`config.mk`:
```
export PLATFORM = sky130hd
export DESIGN_NAME = conv1_sched
export DESIGN_NICKNAME = d
export VERILOG_FILES = /design/src/rtl/conv1_sched.sv
export SDC_FILE = /design/constraint.sdc
export NUM_CORES = 1
export LEC_CHECK = 0
export BUFFER_PORTS_ARGS = -buffer_cell sky130_fd_sc_hd__buf_2
export CELL_PAD_IN_SITES_DETAIL_PLACEMENT = 1
export CELL_PAD_IN_SITES_GLOBAL_PLACEMENT = 1
export CORE_UTILIZATION = 50
export CTS_CLUSTER_DIAMETER = 30
export DETAILED_ROUTE_END_ITERATION = 7
export GPL_TIMING_DRIVEN = 0
export PLACE_DENSITY_LB_ADDON = 0.1
export SLEW_MARGIN = 20
export SYNTH_ARGS = -nofsm -noshare
export SYNTH_HDL_FRONTEND = slang
export SYNTH_SLANG_ARGS = --single-unit
export TNS_END_PERCENT = 100
```
`constraint.sdc`:
```
create_clock -name clk -period 5 [get_ports clk]
set_clock_uncertainty 0.1 [all_clocks]
set_input_delay 0.75 -clock clk [delete_from_list [all_inputs] [get_ports clk]]
set_output_delay 0.75 -clock clk [all_outputs]
set_load 0.03 [all_outputs]
```
`src/rtl/conv1_sched.sv`:
```
// rtl/conv1_sched.sv - round-robin lane scheduler and result sequencer for the conv1 filter bank
module conv1_sched #(
  parameter int NUM_LANES = 8,
  parameter int LANE_LAT  = 9,
  parameter int OUT_W     = 26,
  parameter int OUT_H     = 26
) (
  input  logic                         clk,
  input  logic                         rst_n,
  input  logic                         start,
  input  logic                         abort,
  input  logic                         win_valid,
  output logic                         win_ready,
  output logic [NUM_LANES-1:0]         lane_valid,
  output logic                         res_capture,
  output logic [$clog2(NUM_LANES)-1:0] res_sel,
  output logic                         out_valid,
  output logic [7:0]                   out_row,
  output logic [7:0]                   out_col,
  output logic                         out_last,
  output logic                         busy,
  output logic                         frame_done
);

  localparam int SW    = $clog2(NUM_LANES);
  localparam int TOTAL = OUT_W * OUT_H;
  localparam int CW    = $clog2(TOTAL + 1);

  localparam logic [CW-1:0] TOTAL_C  = CW'(TOTAL);
  localparam logic [CW-1:0] TOTAL_M1 = CW'(TOTAL - 1);
  localparam logic [7:0]    COL_LAST = 8'(OUT_W - 1);
  localparam logic [7:0]    ROW_LAST = 8'(OUT_H - 1);

  typedef enum logic [1:0] {IDLE, RUN, DRAIN, DONE} state_e;

  state_e              state_q, state_d;
  logic [SW-1:0]       slot_q;
  logic [CW-1:0]       issue_cnt_q;
  logic [CW-1:0]       emit_cnt_q;
  logic [7:0]          row_q;
  logic [7:0]          col_q;
  logic [LANE_LAT-1:0] pipe_v_q;
  logic [SW-1:0]       pipe_lane_q [LANE_LAT];
  logic                out_valid_q;

  logic accept;
  logic enter_run;
  logic flush;

  // Ready depends only on registered state and abort, never on win_valid.
  assign win_ready = (state_q == RUN) && (issue_cnt_q != TOTAL_C) && !abort;
  assign accept    = win_valid && win_ready;
  assign enter_run = (state_q == IDLE) && start && !abort;
  assign flush     = abort && (state_q != IDLE);

  assign res_capture = pipe_v_q[LANE_LAT-1];
  assign res_sel     = pipe_lane_q[LANE_LAT-1];
  assign out_valid   = out_valid_q;
  assign out_row     = row_q;
  assign out_col     = col_q;
  assign out_last    = out_valid_q && (row_q == ROW_LAST) && (col_q == COL_LAST);

  // Next-state decode plus the combinational strobes; abort overrides every transition.
  always_comb begin
    state_d    = state_q;
    lane_valid = '0;
    busy       = (state_q != IDLE);
    frame_done = (state_q == DONE);
    if (accept) lane_valid[slot_q] = 1'b1;
    case (state_q)
      IDLE:    if (enter_run) state_d = RUN;
      RUN:     if (accept && (issue_cnt_q == TOTAL_M1)) state_d = DRAIN;
      DRAIN:   if (out_valid_q && (emit_cnt_q == TOTAL_M1)) state_d = DONE;
      DONE:    state_d = IDLE;
      default: state_d = IDLE;
    endcase
    if (flush) state_d = IDLE;
  end

  // State register.
  always_ff @(posedge clk or negedge rst_n) begin
    if (!rst_n) state_q <= IDLE;
    else        state_q <= state_d;
  end

  // Lane slot, issue/emit counters and output coordinates; all cleared on entry to RUN.
  always_ff @(posedge clk or negedge rst_n) begin
    if (!rst_n) begin
      slot_q      <= '0;
      issue_cnt_q <= '0;
      emit_cnt_q  <= '0;
      row_q       <= '0;
      col_q       <= '0;
    end else if (enter_run) begin
      slot_q      <= '0;
      issue_cnt_q <= '0;
      emit_cnt_q  <= '0;
      row_q       <= '0;
      col_q       <= '0;
    end else begin
      if (accept) begin
        slot_q      <= slot_q + 1'b1;
        issue_cnt_q <= issue_cnt_q + 1'b1;
      end
      if (out_valid_q) begin
        emit_cnt_q <= emit_cnt_q + 1'b1;
        if (col_q == COL_LAST) begin
          col_q <= '0;
          row_q <= (row_q == ROW_LAST) ? 8'd0 : row_q + 8'd1;
        end else begin
          col_q <= col_q + 8'd1;
        end
      end
    end
  end

  // Latency pipe mirrors the lanes' fixed latency so the finishing lane is known without feedback.
  always_ff @(posedge clk or negedge rst_n) begin
    if (!rst_n) begin
      pipe_v_q    <= '0;
      out_valid_q <= 1'b0;
      for (int i = 0; i < LANE_LAT; i++) pipe_lane_q[i] <= '0;
    end else if (flush) begin
      pipe_v_q    <= '0;
      out_valid_q <= 1'b0;
    end else begin
      pipe_v_q[0]    <= accept;
      pipe_lane_q[0] <= slot_q;
      for (int i = 1; i < LANE_LAT; i++) begin
        pipe_v_q[i]    <= pipe_v_q[i-1];
        pipe_lane_q[i] <= pipe_lane_q[i-1];
      end
      out_valid_q <= pipe_v_q[LANE_LAT-1];
    end
  end

endmodule

```
==> results.yml <==
outcome:
  status: "complete, no violations"
die:
  core_mm2: 0.007214
  dieHeight_um: 88.36
  die_w_um: 88.36
  die_area_mm2: 0.007807
  start_util_pct: 51.68
  io_pins: 38
  fp-row-count: 31
critical_path:
  r2r_start: "state_q[1]$_DFFE_PN0P_"
  timing.rr.end: "emit_cnt_q[5]$_DFFE_PN0P_"
  crit_path_end: "lane_valid[3]"
  critPathSlowestCell: "dfrtp_1"
  path_max_fanout: 10
  cp.buffers_inverters: 3
  reg2reg_depth: 6
  crit_top_cell: "buf_2"
  critPathTopFamily: "buffers and inverters"
  critPathCaptureType: "primary output"
  cp-startpoint: "state_q[1]$_DFFE_PN0P_"
  critPathLaunchType: "flop"
  required_ps: 4150
  ff2ff_setup_slack_ps: 2620
  critPathMaxStageDelay_ps: 410
  critPathKind: "reg2out"
  crit_chain: "inv_1 -> ha_1 -> nand3b_1 -> a41oi_1 -> buf_2 -> nand2_1 -> nor3b_1 -> buf_2"
  worstPathArrival_ps: 2460
  path_depth: 8
drt:
  antenna_left: 0
  drt_pass1_iterations: 4
  post_drt_via_cell_ratio: 5.440
  avgRoutedWirePerCell_um: 15.54
  drt-initial-drc-count: 90
  drcViolationCount: 0
  dr_total_vias: 2622
  drt-total-wl_mm: 7.492
layout:
  finalNonFillerCells: 482
  area_delta_synth_final_pct: 13.89
  n_fill_cell: 816
  layout-drive-gt1-share_pct: 25.59
  seqCellArea_mm2: 0.001952
  antennaDiodeCount: 0
  layout_commonest_cell: "dfrtp_1"
  most-common-layout-cells: "dfrtp_1, buf_2, nor2_1"
  nets: 396
  multiInputGateArea_mm2: 0.001650
synth:
  ys_async_sr_fraction_pct: 100.0
  synth_edf_count: 0
  netlist.area_leader.share_pct: 52.35
  synth_nets: 347
  yosys.area.top_type: "dfrtp_1"
  synth_area_leaders: "dfrtp_1, mux2_2, ha_1"
  synth-seq-area-share_pct: 52.35
  syn-cell-area_mm2: 0.003729
  syn_inst: 329
  ys.flop_type: "dfrtp_1"
  ys_ff_latch: 78
  synthDistinctLibCells: 54
  synth_warnings: 0
  avgSynthCellArea_um2: 11.33
power_and_ir_drop:
  ir_drop_mv: 0.2223
  clkPwrFrac_pct: 25.4
  p_leak_nw: 2.061
  power_density_mw_per_mm2: 405.0
  power.switching_mw: 0.6005
  p_int_mw: 1.120
  seqPwrFrac_pct: 47.2
  switching_share_pct: 34.91
  p_comb_share_pct: 27.4
  design_power_total_mw: 1.720
placement:
  hpwl_mm: 5.333
  gp_congestion: 0.7673
  numPlacedInstances: 466
  port_buffers: 37
timing:
  hold_viol: 0
  fin_setup_tns_ps: 0
  setup_viol: 0
  fin_crit_ps: 3306
  fmaxAchievable_ghz: 0.3025
  slew_viol_final: 0
  fin_crit_sh_pct: 66.12
  rsz0062_at_grt: "false"
  relSlewSlack_pct: 60.61
  worst_pin_slew_ps: 586.9
worst_hold_path:
  hold_class: "in2async"
grt:
  grt_pass1_vias: 2631
  grt_max_degree: 50
  grt_overflow: 0
  grt_usage_pct: 21.22
  grt_pass1_wl_mm: 12.71
  grt_antenna_before_repair: 0
cts:
  postCtsHoldBufs: 0
  numClockSinks: 78
  ctsResizeCount: 0
  cts_max_level: 3
  clk_latency_ps: 350
  ctsLongestPathBuffers: 2
  cts_tree: "built"
  postCtsSetupRepairBufs: 0
  cts_buffers: 9
  root_buffer: "clkbuf_8"
  clkTransAtPathRegs_ps: 90
flow_run:
  cap_violations: 0
==> power by group through the flow <==
stage	registers, mW	logic, mW	clock network [mW]
after floorplan	0.822	0.340	0
after global placement	0.816	0.452	0
after detailed placement	0.827	0.475	0
after CTS	0.814	0.480	0.451
after global routing	0.828	0.526	0.477
final	0.812	0.472	0.437
==> how the worst min path moves through the flow <==
stage	start	end	slack, ps
CTS	rst_n	out_row[6]$_DFFE_PN0P_	230
global route	rst_n	out_row[6]$_DFFE_PN0P_	260
detailed placement	pipe_v_q[0]$_DFF_PN0_	pipe_v_q[1]$_DFF_PN0_	360
global placement	pipe_v_q[3]$_DFF_PN0_	pipe_v_q[4]$_DFF_PN0_	350
finish	rst_n	out_row[6]$_DFFE_PN0P_	230
floorplan	pipe_v_q[0]$_DFF_PN0_	pipe_v_q[1]$_DFF_PN0_	340
==> registers in the layout, indices dropped and copies added (netlist names) <==
name	flops
res_sel	3
out_row	8
pipe_lane_q	24
out_valid	1
slot_q	3
issue_cnt_q	10
out_col	8
state_q	2
emit_cnt_q	10
pipe_v_q	9
==> layout make-up <==
class | instances | share of cell area (%)
clock buffer | 9 | 2.917
clock inverter | 7 | 1.296
timing repair buffer | 38 | 5.068
inverter | 14 | 1.237
tap | 99 | 2.917
sequential | 78 | 45.96
buffer | 15 | 1.738
multi-input combinational | 222 | 38.86
==> per-layer routing <==
metal | track usage [%] | wire length, µm | up-vias
met2 | 33.08 | 3595 | 35
met3 | 3.545 | 183 | 8
met4 | 7.478 | 87 | 0
li1 | - | - | 1267
met1 | 30.04 | 3625 | 1312
met5 | 0 | 0 | -
==> Yosys cell counts (2+ instances only) <==
master / count
buf_1: 3
nor3_1: 7
a21oi_1: 10
nand2b_1: 3
nor2b_1: 9
and4_1: 3
a21o_1: 3
o211ai_1: 2
ha_1: 13
o31ai_1: 3
nand4_1: 7
and4b_1: 2
o21ai_0: 10
nand2_1: 15
buf_4: 3
nor3b_1: 5
xor2_1: 10
inv_1: 14
buf_2: 5
or3b_2: 2
nand4b_1: 2
and3_1: 3
a41oi_1: 2
mux2_2: 27
clkbuf_1: 4
nand3b_1: 2
mux2i_1: 6
xnor2_1: 9
nor2_1: 28
dfrtp_1: 78
or4_1: 3
nand3_1: 7
o2111ai_1: 3
a211oi_1: 2
or3_1: 5
==> per-stage QoR <==
stage          setup WS, ps  area, µm²  utilization [%]  hold slack (ps)
3_3_place_gp           1931       4038            55.97            351.6
6_report               1694       4247            58.86            228.3
3_5_place_dp           1877       4068            56.38            359.0
4_1_cts                1674       4247            58.86            234.0
2_1_floorplan          1909       3729                -            338.5
5_1_grt                1479       4247            58.86            258.4
==> worst reg2reg max path, cell delays in order, from the launching register on <==
cell and delay (ps):
dfrtp_1 410, inv_1 130, ha_1 310, and3b_1 260, clkbuf_1 430, buf_1 470
nor2_1 140
==> logic make-up (layout without fill, tap and decap cells) <==
family,count (synthesis),after routing,share of synthesized area (%)
xor+xnor,19,19,4.463
simple gates,114,114,17.79
fa+ha+maj,13,13,4.363
flops,78,78,52.35
mux,33,33,9.765
buf+inv,29,83,3.389
compound gates,43,43,7.886
(Power assumes the default switching activity.)
